File: config.mk
export PLATFORM = sky130hd
export DESIGN_NAME = mac_sched
export DESIGN_NICKNAME = d
export VERILOG_FILES = /design/src/rtl/mac_sched_pkg.sv /design/src/rtl/mac_rr_arb.sv /design/src/rtl/mac_sched.sv
export SDC_FILE = /design/constraint.sdc
export NUM_CORES = 1
export LEC_CHECK = 0
export ABC_AREA = 1
export BUFFER_PORTS_ARGS = -buffer_cell sky130_fd_sc_hd__buf_4
export CORE_ASPECT_RATIO = 1.5
export CORE_MARGIN = 5
export CORE_UTILIZATION = 37
export DETAILED_ROUTE_END_ITERATION = 16
export GPL_ROUTABILITY_DRIVEN = 0
export PLACE_DENSITY = 0.9
export SYNTH_ARGS = -nofsm -noshare
export SYNTH_HDL_FRONTEND = slang
export SYNTH_HIERARCHICAL = 1
export SYNTH_SLANG_ARGS = --single-unit
File: constraint.sdc
create_clock -name clk -period 1.45 [get_ports clk]
set_input_delay 0.145 -clock clk [delete_from_list [all_inputs] [get_ports clk]]
set_output_delay 0.145 -clock clk [all_outputs]
set_load 0.05 [all_outputs]
File: src/rtl/mac_sched_pkg.sv
// Shared constants for the mac_sched round-robin MAC scheduler.
// The MAC_SCHED_BEATCNT_EN build option uses BEAT_W and beat_sat_inc.
package mac_sched_pkg;

    localparam int DW_DEF = 4;
    localparam int AW_DEF = 10;
    localparam int NREQ   = 2;
    localparam int BEAT_W = 8;

    localparam logic [2:0] ST_IDLE  = 3'd0;
    localparam logic [2:0] ST_CLEAR = 3'd1;
    localparam logic [2:0] ST_RUN   = 3'd2;
    localparam logic [2:0] ST_DRAIN = 3'd3;
    localparam logic [2:0] ST_RESP  = 3'd4;

    function automatic logic [BEAT_W-1:0] beat_sat_inc(input logic [BEAT_W-1:0] v);
        return (v == {BEAT_W{1'b1}}) ? v : v + 1'b1;
    endfunction

endpackage

File: src/rtl/mac_rr_arb.sv
// Two-way round-robin grant: the priority holder wins if valid, otherwise the other requester.
module mac_rr_arb
    import mac_sched_pkg::*;
(
    input  logic [NREQ-1:0] req_valid,
    input  logic            prio,
    output logic            grant,
    output logic            any_req
);

    assign any_req = |req_valid;
    assign grant   = req_valid[prio] ? prio : ~prio;

endmodule

File: src/rtl/mac_sched.sv
// Shares one external accumulate-every-cycle MAC between two job-streaming requesters.
// Build option MAC_SCHED_BEATCNT_EN adds rsp_beats (accepted quads per job, saturating).
module mac_sched
    import mac_sched_pkg::*;
#(
    parameter int DW = DW_DEF,
    parameter int AW = AW_DEF
) (
    input  logic               clk,
    input  logic               rst,
    input  logic [NREQ-1:0]    req_valid,
    output logic [NREQ-1:0]    req_ready,
    input  logic [NREQ-1:0]    req_last,
    input  logic [NREQ*DW-1:0] req_a,
    input  logic [NREQ*DW-1:0] req_b,
    input  logic [NREQ*DW-1:0] req_c,
    input  logic [NREQ*DW-1:0] req_d,
    output logic [DW-1:0]      mac_a,
    output logic [DW-1:0]      mac_b,
    output logic [DW-1:0]      mac_c,
    output logic [DW-1:0]      mac_d,
    output logic               mac_rst,
    input  logic [AW-1:0]      mac_acc,
    output logic               rsp_valid,
    input  logic               rsp_ready,
    output logic [AW-1:0]      rsp_data,
`ifdef MAC_SCHED_BEATCNT_EN
    output logic [BEAT_W-1:0]  rsp_beats,
`endif
    output logic               rsp_id,
    output logic [2:0]         state_o
);

    // Handshakes: a quad transfers on a cycle where req_valid[i] && req_ready[i];
    // a result transfers on a cycle where rsp_valid && rsp_ready. Producers hold
    // their payload stable while valid is high and not yet accepted.

    logic [2:0]    state_q, state_d;
    logic          g_q, g_d;
    logic          prio_q, prio_d;
    logic [AW-1:0] rsp_data_q;
    logic          arb_grant;
    logic          arb_any;
    logic          beat_fire;

    mac_rr_arb u_arb (
        .req_valid (req_valid),
        .prio      (prio_q),
        .grant     (arb_grant),
        .any_req   (arb_any)
    );

    assign beat_fire = (state_q == ST_RUN) && req_valid[g_q];

    always_comb begin
        state_d = state_q;
        g_d     = g_q;
        prio_d  = prio_q;
        case (state_q)
            ST_IDLE: begin
                if (arb_any) begin
                    g_d     = arb_grant;
                    state_d = ST_CLEAR;
                end
            end
            ST_CLEAR: state_d = ST_RUN;
            ST_RUN: begin
                if (beat_fire && req_last[g_q]) state_d = ST_DRAIN;
            end
            ST_DRAIN: state_d = ST_RESP;
            ST_RESP: begin
                if (rsp_ready) begin
                    prio_d  = ~g_q;
                    state_d = ST_IDLE;
                end
            end
            default: state_d = ST_IDLE;
        endcase
    end

    always_ff @(posedge clk) begin
        if (rst) begin
            state_q    <= ST_IDLE;
            g_q        <= 1'b0;
            prio_q     <= 1'b0;
            rsp_data_q <= '0;
        end else begin
            state_q <= state_d;
            g_q     <= g_d;
            prio_q  <= prio_d;
            // The final beat has landed in the accumulator by the end of DRAIN.
            if (state_q == ST_DRAIN) rsp_data_q <= mac_acc;
        end
    end

`ifdef MAC_SCHED_BEATCNT_EN
    logic [BEAT_W-1:0] beats_q;

    always_ff @(posedge clk) begin
        if (rst || state_q == ST_CLEAR) begin
            beats_q <= '0;
        end else if (beat_fire) begin
            beats_q <= beat_sat_inc(beats_q);
        end
    end

    assign rsp_beats = beats_q;
`endif

    // Non-beat cycles must feed zeros because the MAC accumulates unconditionally.
    assign mac_a = beat_fire ? req_a[g_q*DW +: DW] : '0;
    assign mac_b = beat_fire ? req_b[g_q*DW +: DW] : '0;
    assign mac_c = beat_fire ? req_c[g_q*DW +: DW] : '0;
    assign mac_d = beat_fire ? req_d[g_q*DW +: DW] : '0;

    assign req_ready = (state_q == ST_RUN) ? (g_q ? 2'b10 : 2'b01) : 2'b00;
    assign mac_rst   = rst || (state_q == ST_CLEAR);
    assign rsp_valid = (state_q == ST_RESP);
    assign rsp_data  = rsp_data_q;
    assign rsp_id    = g_q;
    assign state_o   = state_q;

endmodule

==> flow_summary.toml <==
[synth]
yosysMostFrequentCell = "nand2_1"
synth_edf_count = 0
synth_cell_type_count = 20
ys_top_cells_by_count = "nand2_1 (50), nor2_1 (28), dfxtp_1 (15), o21ai_0 (11), a21oi_2 (10)"
async_reset_ff_share_pct = 0
ys_ff_latch = 15
synth.top_cell.area_share_pct = 32.3
synth_compound_area_share_pct = 19.7
synth_nets = 200
synth.largest_area_cell = "dfxtp_1"
synthXorXnorAreaFrac_pct = 0
synthSimpleGateAreaFrac_pct = 39.1
syn_avg_cell_area_sq_um = 6.15
synth_top_family_by_area = "simple AND/OR/NAND/NOR gates"
synth_ff_type = "dfxtp_1"
netlist_area_sq_um = 928
yosys_warnings = 6
synth_top_cells_by_area = "dfxtp_1 (32%), nand2_1 (20%), nor2_1 (11%)"
synth.mux.area_fraction_pct = 0
synthAdderAreaFrac_pct = 0
synthCells = 151
yosysSeqAreaShare_pct = 32.3

[clock_network]
cts_tree = "yes"
cts_inserted_buffers = 3
clk_pin_slew_ns = 0.08
ctsHtreeMaxLevel = 1
cts_buffer_depth = 2
cts_sinks = 15
insertion_delay_ns = 0.29
cts_root_buffer = "clkbuf_4"

[power]
power_density_nw_per_um2 = 941
leakage_uw = 0.000900
peakVddDrop_v = 0.000842

[placed_design]
place_area_sq_um = 1690
dpl.hpwl_um = 2540
io_buffers = 82
place_inst = 254

[global_routing]
grt.overflow.total = 0
first_global_vias = 1246
grt_max_degree = 21
track_usage_pct = 19.4
grt_first_pass_wirelength_um = 5570
grt_antenna_before_repair = 0

[cells_and_area]
diodes = 0
instances_no_fill = 267
fin_area_sq_um = 1920
final_util_pct = 79.2
area_growth_pct = 107
layout.nets = 293
drive_gt1_share_pct = 52.3

[drt]
drt-pass1-iter-count = 6
vias = 1310
antenna_left = 0
wire_per_inst_um = 13.4
drc = 0
viasPerCell = 4.91
drt_iter0_markers = 14
routed_wirelength_um = 3580

[sta]
setup_slack_ns = -0.195
clock-skew-final_ns = 0.00627
slew_headroom_pct = 76.7
worst_pin_slew_ns = 0.350
grt_setup_unrepaired = "true"
finalCritPeriodShare_pct = 113
hold_viol = 0
slew_viol_final = 0
max_clock_freq_mhz = 608
setup_viol = 18
period_minus_slack_ns = 1.65

[floorplan]
initial_core_util_pct = 38.3
coreArea_sq_um = 2420
die_x_um = 50.9
ioPinCount = 83
dieArea_sq_um = 3630
rows = 22
die_height_um = 71.4

[setup_path]
cpPeakStageDelay_ns = 0.36
cp.arrival_ns = 1.50
required_ns = 1.31
cpLargestDelayFamily = "buffers and inverters"
end_kind = "output port"
path_buf_inv = 3
start_kind = "flip-flop"
path_cells = "nor2_4 -> inv_2 -> nor2_4 -> buf_12 -> nand2_8 -> a21oi_4 -> buf_6"
cp_max_fo = 8
path_class = "reg -> out"
cp_slowest_cell = "dfxtp_4"
crit_top_cell = "nor2_4"

[run_status]
violations = "setup timing"
outcome = "complete, but fails checks"

[worst_hold_path]
holdCritPathClass = "in -> reg"

[run]
cap_violations = 0
==> worst reg2reg max path: stages, from the launching register on <==
cell,delay (ns)
dfxtp_4,0.36
buf_4,0.12
inv_2,0.04
nand3_1,0.09
clkinv_1,0.24
nor2_1,0.18
nor2_1,0.06
==> sequential cells by signal, summed over array words and instances (netlist names) <==
signal / count
prio_q: 1
rsp_data: 10
rsp_id: 1
state_o: 3
==> repair_timing <==
action	in CTS	in global routing
pin swaps	3	2
hold endpoints to repair	1	0
setup endpoints to repair	18	19
resized for setup	20	6
cloned	1	0
hold buffers	2	0
buffers inserted	4	2
==> kinds of logic after synthesis <==
| group | Yosys count |
|---|---|
| AOI/OAI and AO/OA | 29 |
| and+or+nand+nor | 89 |
| DFF | 15 |
| buffers and inverters | 18 |
==> report_power, final <==
| part | internal (uW) | total [uW] | switching (uW) |
|---|---|---|---|
| Sequential | 461 | 493 | 31.5 |
| Clock | 107 | 233 | 126 |
| Combinational | 395 | 1080 | 684 |
| Total | 964 | 1810 | 842 |
==> path summary, 6_finish.rpt <==
path | slack [ns] | end | start | depth (start not counted)
min reg2reg | 0.48 | rsp_data[5] | rsp_data[5] | 2
max | -0.20 | mac_a[0] | state_o[2] | 7
min | 0.1 | rsp_data[2] | mac_acc[2] | 3
max reg2reg | 0.24 | rsp_data[3] | state_o[2] | 6
==> routing by layer <==
metal  share of wire (%)  vias up  GRT usage, %
li1                    -      662             -
met1                  34      578          21.0
met2                  53       66          33.1
met3                  11        4          6.03
met4                 1.9        0          9.38
met5                   0        -             0
==> final cells by class <==
| type | count | area, sq um |
|---|---|---|
| Timing Repair Buffer | 94 | 795 |
| Multi-Input combinational cell | 119 | 712 |
| Fill cell | 159 | 503 |
| Sequential cell | 15 | 315 |
| Inverter | 11 | 41.3 |
| Tap cell | 24 | 30.0 |
| Clock buffer | 4 | 26.3 |
==> metrics by stage <==
step | total power, uW | hold slack, ns | TNS [ns] | setup slack (ns)
5_1_grt | 1920 | 0.103 | -4.47 | -0.263
3_5_place_dp | 1440 | 0.313 | 0 | 0.00659
4_1_cts | 1780 | 0.0931 | -3.11 | -0.192
2_1_floorplan | 1170 | 0.204 | 0 | 0.00305
6_report | 1810 | 0.0998 | -3.27 | -0.195
3_3_place_gp | 1430 | 0.310 | 0 | 0.0339
==> placed cells by master (no fill, tap or decap), types with 2 or more instances in the layout <==
master and instances:
clkbuf_4 3, dfxtp_4 4, nand2_1 49, nor2_1 26
a21oi_2 3, a21oi_4 13, nor2_4 2, dfxtp_1 11
o21ai_0 11, buf_4 72, a21oi_1 2, nand3_1 6
buf_6 19, dlygate4sd3_1 2, inv_2 4, inv_1 6
nor2_2 2, nand2_8 2
(Power assumes the default switching activity.)
